==> src/rtl/fifo_rptr_empty.sv <==
// Read-domain pointer/status controller for a dual-clock FIFO.
// Synchronises the write Gray pointer and derives empty, almost-empty, level, underflow and read data.
module fifo_rptr_empty #(
    parameter int ADDR_WIDTH   = 3,
    parameter int DATA_WIDTH   = 8,
    parameter int AEMPTY_LEVEL = 1
) (
    input  logic                  rclk,
    input  logic                  rst_n,
    input  logic                  rinc,
    input  logic [ADDR_WIDTH:0]   wptr,
    input  logic [DATA_WIDTH-1:0] mem_rdata,
    input  logic                  underflow_clr,
    output logic [ADDR_WIDTH:0]   rptr,
    output logic [ADDR_WIDTH-1:0] raddr,
    output logic                  empty,
    output logic                  aempty,
    output logic [ADDR_WIDTH:0]   rlevel,
    output logic [DATA_WIDTH-1:0] rdata,
    output logic                  rvalid,
    output logic                  underflow
);

    localparam logic [ADDR_WIDTH:0] LP_AEMPTY = AEMPTY_LEVEL[ADDR_WIDTH:0];

    logic [ADDR_WIDTH:0]   r_wq1;
    logic [ADDR_WIDTH:0]   r_wq2;
    logic [ADDR_WIDTH:0]   r_rbin;
    logic [ADDR_WIDTH:0]   r_rptr;
    logic [ADDR_WIDTH:0]   r_rlevel;
    logic                  r_empty;
    logic                  r_aempty;
    logic [DATA_WIDTH-1:0] r_rdata;
    logic                  r_rvalid;
    logic                  r_underflow;

    logic                  w_rd_en;
    logic [ADDR_WIDTH:0]   w_rbin_next;
    logic [ADDR_WIDTH:0]   w_rgray_next;
    logic [ADDR_WIDTH:0]   w_wbin_sync;
    logic [ADDR_WIDTH:0]   w_level_next;

    function automatic logic [ADDR_WIDTH:0] gray2bin(input logic [ADDR_WIDTH:0] g);
        logic [ADDR_WIDTH:0] b;
        b[ADDR_WIDTH] = g[ADDR_WIDTH];
        for (int i = ADDR_WIDTH - 1; i >= 0; i--) begin
            b[i] = b[i+1] ^ g[i];
        end
        return b;
    endfunction

    // Registered empty gates acceptance, so the edge that reads the last word also raises empty.
    assign w_rd_en      = rinc & ~r_empty;
    assign w_rbin_next  = r_rbin + {{ADDR_WIDTH{1'b0}}, w_rd_en};
    assign w_rgray_next = (w_rbin_next >> 1) ^ w_rbin_next;
    assign w_wbin_sync  = gray2bin(r_wq2);
    assign w_level_next = w_wbin_sync - w_rbin_next;

    always_ff @(posedge rclk or negedge rst_n) begin
        if (!rst_n) begin
            r_wq1       <= '0;
            r_wq2       <= '0;
            r_rbin      <= '0;
            r_rptr      <= '0;
            r_rlevel    <= '0;
            r_empty     <= 1'b1;
            r_aempty    <= 1'b1;
            r_rdata     <= '0;
            r_rvalid    <= 1'b0;
            r_underflow <= 1'b0;
        end else begin
            r_wq1    <= wptr;
            r_wq2    <= r_wq1;
            r_rbin   <= w_rbin_next;
            r_rptr   <= w_rgray_next;
            r_rlevel <= w_level_next;
            r_empty  <= (w_rgray_next == r_wq2);
            r_aempty <= (w_level_next <= LP_AEMPTY);
            r_rvalid <= w_rd_en;
            if (w_rd_en) begin
                r_rdata <= mem_rdata;
            end
            // A new underflow event takes priority over a clear request.
            if (rinc && r_empty) begin
                r_underflow <= 1'b1;
            end else if (underflow_clr) begin
                r_underflow <= 1'b0;
            end
        end
    end

    assign rptr      = r_rptr;
    assign raddr     = r_rbin[ADDR_WIDTH-1:0];
    assign empty     = r_empty;
    assign aempty    = r_aempty;
    assign rlevel    = r_rlevel;
    assign rdata     = r_rdata;
    assign rvalid    = r_rvalid;
    assign underflow = r_underflow;

endmodule

==> config.mk <==
export PLATFORM = sky130hd
export DESIGN_NAME = fifo_rptr_empty
export DESIGN_NICKNAME = d
export VERILOG_FILES = /design/src/rtl/fifo_rptr_empty.sv
export SDC_FILE = /design/constraint.sdc
export NUM_CORES = 1
export LEC_CHECK = 0
export BUFFER_PORTS_ARGS = -buffer_cell sky130_fd_sc_hd__buf_2
export CORE_MARGIN = 8
export CORE_UTILIZATION = 45
export DETAILED_ROUTE_END_ITERATION = 12
export PLACE_DENSITY = 0.72
export SLEW_MARGIN = 20
export SYNTH_ARGS = -nofsm -noshare
export SYNTH_HDL_FRONTEND = slang
export SYNTH_SLANG_ARGS = --single-unit
==> constraint.sdc <==
create_clock -name rclk -period 4 [get_ports rclk]
set_input_delay 0.8 -clock rclk [delete_from_list [all_inputs] [get_ports rclk]]
set_output_delay 0.8 -clock rclk [all_outputs]
set_load 0.05 [all_outputs]
==> flow_metrics.tcl, run 1 <==
set metrics [dict create \
    drc 0 \
    cts_resized 0 \
    busiest_layer "met2" \
    gp_congestion 0.761 \
    hold_end "r_wq2[0]" \
    ys.flop_type "dfrtp_1" \
    startpoint_type "flop" \
    numCtsBuffers 5 \
    cts.reportedPaths.clkPinSlew_ns 0.09 \
    dp_hpwl_mm 1.72 \
    reg2reg_from "empty" \
    ys_types 23 \
    cp_slowest_cell "dfstp_2" \
    io_buffers 38 \
    yosys_warnings 0 \
    min_from "r_wq1[0]" \
    synthTopCellsByCount "29 x dfrtp_1, 9 x xor2_1, 7 x inv_1" \
    grtUsageMet1_pct 9.48 \
    synth_area_um2 1240 \
    ff2ff_path_depth 12 \
    core_area_um2 2690 \
    timing.fmax_mhz 338 \
    clk_latency_ns 0.32 \
    tightest_slew_ns 0.662 \
    route.vias.total 753 \
    drv_cap 0 \
    syn_avg_cell_area_um2 15.1 \
    dr.pass1.iters 3 \
    cts_root_buf "clkbuf_4" \
    period_share_pct 74.0 \
    synthArstFlopShare_pct 100 \
    period_needed_ns 2.96 \
    wl_per_cell_um 13.9 \
    postRouteAntennaNets 0 \
    final.setup_skew_ns 0.00900 \
    worstSetupEndpointType "flop" \
    synth.ff_latch_count 31 \
    fin_util_pct 57.8 \
    r2r_end "aempty" \
    synthAdderAreaFrac_pct 5.05 \
    syn_inst 82 \
    drt_iter0_markers 6 \
    netlist.area_leader.share_pct 58.6 \
    final-setup-viol-count 0 \
    antenna_cells 0 \
    vias_per_cell 4.77 \
    grt_util_all_layers_pct 10.3 \
    overflow 0 \
    nNetsFinal 147 \
    clock_sinks 31 \
    die_y_um 68.5 \
    path_class "reg -> reg" \
    syn2layout_area_growth_pct 25.5 \
    grt_pass1_wl_mm 3.51 \
    grt_max_degree 32 \
    drive_gt1_share_pct 46.5 \
    pin_count 39 \
    max_stage_delay_ns 0.55 \
    yosys.area_share.simple_pct 4.14 \
    cp_common_cell "ha_1" \
    setup_tns_ns 0 \
    clockBufferDepth 2 \
    grt_pass1_vias 804 \
    cts_setup_buffers 0 \
    initial_utilization_pct 46.1 \
    hold_buffers 0 \
    synthMuxAreaShare_pct 7.27 \
    cpLargestDelayFamily "adder cells" \
    nFillCells 229 \
    cts_tree "built" \
    rsz0062_at_grt "no" \
    synthTopCellsByArea "dfrtp_1 59%, xor2_1 6.4%, mux2_2 5.5%" \
    antenna_found_initial 0 \
    clock_tree.htree_level_count 2 \
    worst_slack_ns 1.04 \
    die-area_um2 4690 \
    whs_ns 0.356 \
    synth_compound_area_share_pct 4.34 \
    synthXorXnorAreaFrac_pct 13.6 \
    drt-total-wl_mm 2.19 \
    synth_top_family_by_area "XOR/XNOR gates" \
    yosysTopAreaCell "dfrtp_1" \
    status "finished, final reports clean" \
    slew_viol_final 0 \
    hold_viol_final 0 \
    ys_seq_area_share_pct 62.8 \
    synth.most_common_cell "dfrtp_1" \
    rows 19 \
    worstHoldPathType "reg -> reg" \
    die_w_um 68.5 \
    post-place-ws_ns 0.698 \
    cp_cell_sequence "nand2b_1 -> buf_4 -> inv_1 -> ha_1 -> ha_1 -> xor2_1 -> inv_1 -> ha_1 -> or3b_2 -> o311ai_4 -> xnor2_1 -> nor3_2" \
    syn_nets 103 \
    gr-usage-met3_pct 5.40 \
    met2_usage_pct 17.9 \
    reg2reg_slack_ns 1.04 \
    synth_edf_count 0 \
    cp_max_fo 9 \
    holdPathStages 0 \
    arrival_ns 3.20 \
    relSlewSlack_pct 55.9 \
    crit_buf_inv 3 \
    critical_path_required_ns 4.25 \
]
-- layout make-up --
cell class,instances,area (um2),area share (%)
multi-input cells,42,427,27.5
repair buffers,39,198,12.7
flip-flops and latches,31,778,50.1
well taps,31,38.8,2.50
inverters,7,26.3,1.69
clock buffers,6,51.3,3.30
clock inverters,2,35.0,2.25
-- per-stage QoR --
step / area [um2] / instances
after floorplan: 1240 / 82
after global placement: 1470 / 150
after detailed placement: 1470 / 150
after CTS: 1550 / 158
after global routing: 1550 / 158
final: 1550 / 158
-- cells in the final DEF (no fill, tap or decap) --
cell and n:
a211oi_1 1, a21boi_1 1, and2_1 1, buf_2 38, buf_4 1, bufinv_16 1, clkbuf_4 5, clkbuf_8 1
clkinv_2 1, dfrtp_1 29, dfstp_2 2, ha_1 5, inv_1 7, mux2_1 2, mux2_2 6, nand2_1 1
nand2b_1 1, nand3_1 2, nor3_2 1, o21ai_0 1, o21bai_1 1, o311ai_4 1, or3_1 1, or3b_2 1
xnor2_1 5, xnor3_1 1, xnor3_2 1, xor2_1 9
-- state kept, by name, indices dropped and copies added, names as in the netlist --
name       flops
rdata          8
r_rbin         4
r_wq1          4
r_wq2          4
rlevel         4
rptr           3
aempty         1
empty          1
rvalid         1
underflow      1
-- worst max path at each step --
stage           from      to  slack, ns  cells past startpoint
2_1_floorplan   rinc  aempty       0.82                     12
3_3_place_gp    rinc  aempty       0.79                     13
3_5_place_dp    rinc  aempty       0.70                     13
4_1_cts        empty  aempty       0.99                     12
5_1_grt        empty  aempty       0.82                     12
6_report       empty  aempty       1.04                     12
-- kinds of logic after synthesis --
logic type | Yosys count
fa+ha+maj | 5
compound gates | 5
simple gates | 8
buf+inv | 9
xor+xnor | 16
mux | 8
flops | 31
-- per-layer routing --
layer  wire (um)  vias up
li1            -      361
met1         806      360
met2        1150       24
met3         167        8
met4          66        0
met5           0        -
Power of run 1 is left out: the tool's default activity adds up to more than one toggle a clock period on the data nets, which glitch-free logic cannot reach.
==> inputs of run 2 (changes only) <==
Settings changed: ABC_AREA set to 1, PLACE_DENSITY 0.72 to 0.74.
Clock period 4 ns to 2.56 ns, I/O delays scaled along.
==> run 2 against run 1 <==
Global-route usage up 1.4 points; die area up 2.4%; hold slack lost 0.16 ns; register-to-register slack worse by 0.83 ns; sequential cell count unchanged; fmax up 26%; clock skew about the same; via count grew 26%; count of clock-buffer cells in the layout is the same; sequential share of layout area is 1.4 points lower; first-iteration DRC count rose to 5.0 times the previous value; utilization is 0.69 points higher; critical path type unchanged; largest cell class unchanged.
==> flow_metrics.tcl, run 2 <==
set metrics [dict create \
    slew_viol_final 0 \
    die_y_um 69.3 \
    drt-total-wl_mm 2.68 \
    antenna_found_initial 0 \
    initial_utilization_pct 46.7 \
    route.vias.total 950 \
    ys_seq_area_share_pct 60.9 \
    p_leak_nw 0.908 \
    ys.flop_type "dfrtp_1" \
    final.setup_skew_ns 0.00918 \
    layout_commonest_cell "nand2_1" \
    antenna_cells 0 \
    hold_buffers 0 \
    finalPower_mw 2.44 \
    drc 0 \
    path_class "reg -> reg" \
    synthTopCellsByArea "dfrtp_1 57%, nand2_1 13%, ha_1 4.9%" \
    yosysTopAreaCell "dfrtp_1" \
    period_needed_ns 2.34 \
    nFillCells 233 \
    cp_slowest_cell "dfstp_2" \
    dp_hpwl_mm 2.08 \
    synth.most_common_cell "nand2_1" \
    arrival_ns 2.61 \
    pin_count 39 \
    vias_per_cell 4.66 \
    grt_pass1_vias 1017 \
    cp_cell_sequence "nor2_2 -> ha_1 -> ha_1 -> inv_1 -> nand2_1 -> nand2_1 -> inv_1 -> ha_1 -> inv_1 -> nor2_1 -> nor2_1 -> nand2_1 -> nand2_1 -> nand2_1 -> nor2_1" \
    drv_cap 0 \
    hold_viol_final 0 \
    wl_per_cell_um 13.1 \
    largest_reg_flops 8 \
    cp_max_fo 5 \
    io_buffers 38 \
    dr.pass1.iters 4 \
    die_w_um 69.3 \
    cts_tree "built" \
    syn_nets 147 \
    syn_inst 126 \
    setup_tns_ns 0 \
    die-area_um2 4800 \
    synthTopCellsByCount "44 x nand2_1, 29 x dfrtp_1, 14 x inv_1" \
    status "finished, final reports clean" \
    synth_area_um2 1280 \
    rows 19 \
    whs_ns 0.200 \
    overflow 0 \
    cts_setup_buffers 0 \
    gp_congestion 0.905 \
    worstSetupEndpointType "flop" \
    cp_common_cell "nand2_1" \
    power_density_nw_per_um2 1530 \
    clock_sinks 31 \
    final-setup-viol-count 0 \
    netlist.area_leader.share_pct 56.8 \
    synth.ff_latch_count 31 \
    worstHoldPathType "in -> async" \
    numCtsBuffers 5 \
    nNetsFinal 193 \
    tightest_slew_ns 0.664 \
    relSlewSlack_pct 55.7 \
    finish.instance_area_um2 1600 \
    drt_iter0_markers 30 \
    cts.reportedPaths.clkPinSlew_ns 0.10 \
    grt_max_degree 32 \
    cts_resized 0 \
    postRouteAntennaNets 0 \
    clockBufferDepth 2 \
    drive_gt1_share_pct 35.8 \
    max_stage_delay_ns 0.56 \
    yosys_warnings 0 \
    ys_types 19 \
    grt_util_all_layers_pct 11.7 \
    rsz0062_at_grt "no" \
    syn_avg_cell_area_um2 10.1 \
    layout_common_cells "44 x nand2_1, 38 x buf_2, 29 x dfrtp_1, 14 x inv_1, 6 x nand3_1" \
    startpoint_type "flop" \
    clock_tree.htree_level_count 2 \
    critical_path_required_ns 2.83 \
    clk_latency_ns 0.34 \
    ir_drop_mv 0.893 \
    fin_util_pct 58.5 \
    cts_root_buf "clkbuf_4" \
    synth_edf_count 0 \
    grt_pass1_wl_mm 4.51 \
    period_share_pct 91.6 \
    synthArstFlopShare_pct 100 \
    timing.fmax_mhz 427 \
    syn2layout_area_growth_pct 25.3 \
    dpl_cell_area_um2 1510 \
    core_area_um2 2730 \
]
[run 2: cell types whose count changed after synthesis, sizes merged, moves of 6 or more]
cell,delta
inv,+9
nand2,+49
mux2,-8
xor2,-6
nand3,+7
nor2,+6
[run 2: power by group]
part	switching (mW)	total (mW)	internal, mW	leakage (nW)
sequential	0.0672	0.719	0.652	0.368
combinational	0.962	1.32	0.362	0.492
clock	0.168	0.399	0.231	0.0482
[run 2: path summary, 6_finish.rpt]
check	cells past startpoint	startpoint	slack, ns	endpoint
setup / recovery	15	empty	0.22	aempty
hold / removal	1	rst_n	0.20	rdata[3]
setup reg to reg	15	empty	0.22	aempty
hold reg to reg	0	r_wq1[0]	0.35	r_wq2[0]
max in group asynchronous	1	rst_n	1.93	rlevel[3]
min in group rclk	1	wptr[3]	0.28	r_wq1[3]
[run 2: metrics by stage]
step / std cells / setup WS (ns)
after CTS: 204 / 0.209
after detailed placement: 196 / 0.110
final: 204 / 0.216
after global placement: 196 / 0.192
after global routing: 204 / 0.0149
after floorplan: 126 / 0.138
[run 2: cell type report]
type,instances,area (um2),area share [%]
clock buffers,6,51.3,3.21
clock inverters,2,35.0,2.19
inverters,16,60.1,3.75
multi-input cells,79,439,27.4
flip-flops and latches,31,778,48.6
well taps,31,38.8,2.42
repair buffers,39,198,12.4
[run 2: cell families after synthesis]
kind of cell / share of synthesized area (%)
xor gates and xnor gates: 4.51
AOI/OAI and AO/OA: 0.391
and+or+nand+nor: 24.6
buffers and inverters: 4.70
adders and majority gates: 4.90
DFF: 60.9
[run 2: worst max-delay path: cells and delay by family, from the launching register on]
| family | cells | cell delay (ns) |
|---|---|---|
| adders and majority gates | 3 | 0.72 |
| DFF | 1 | 0.56 |
| buffers and inverters | 3 | 0.27 |
| and+or+nand+nor | 9 | 0.74 |
[run 2: routing by layer]
layer | vias to the layer above | part of all wire, % | global-route usage [%] | wire length [um]
met3 | 5 | 5.7 | 5.15 | 154
li1 | 474 | - | - | -
met5 | - | 0 | 0 | 0
met2 | 31 | 54 | 20.2 | 1450
met1 | 440 | 38 | 11.9 | 1030
met4 | 0 | 1.9 | 5.47 | 51
Note: power is estimated with default switching activity, not from simulation.
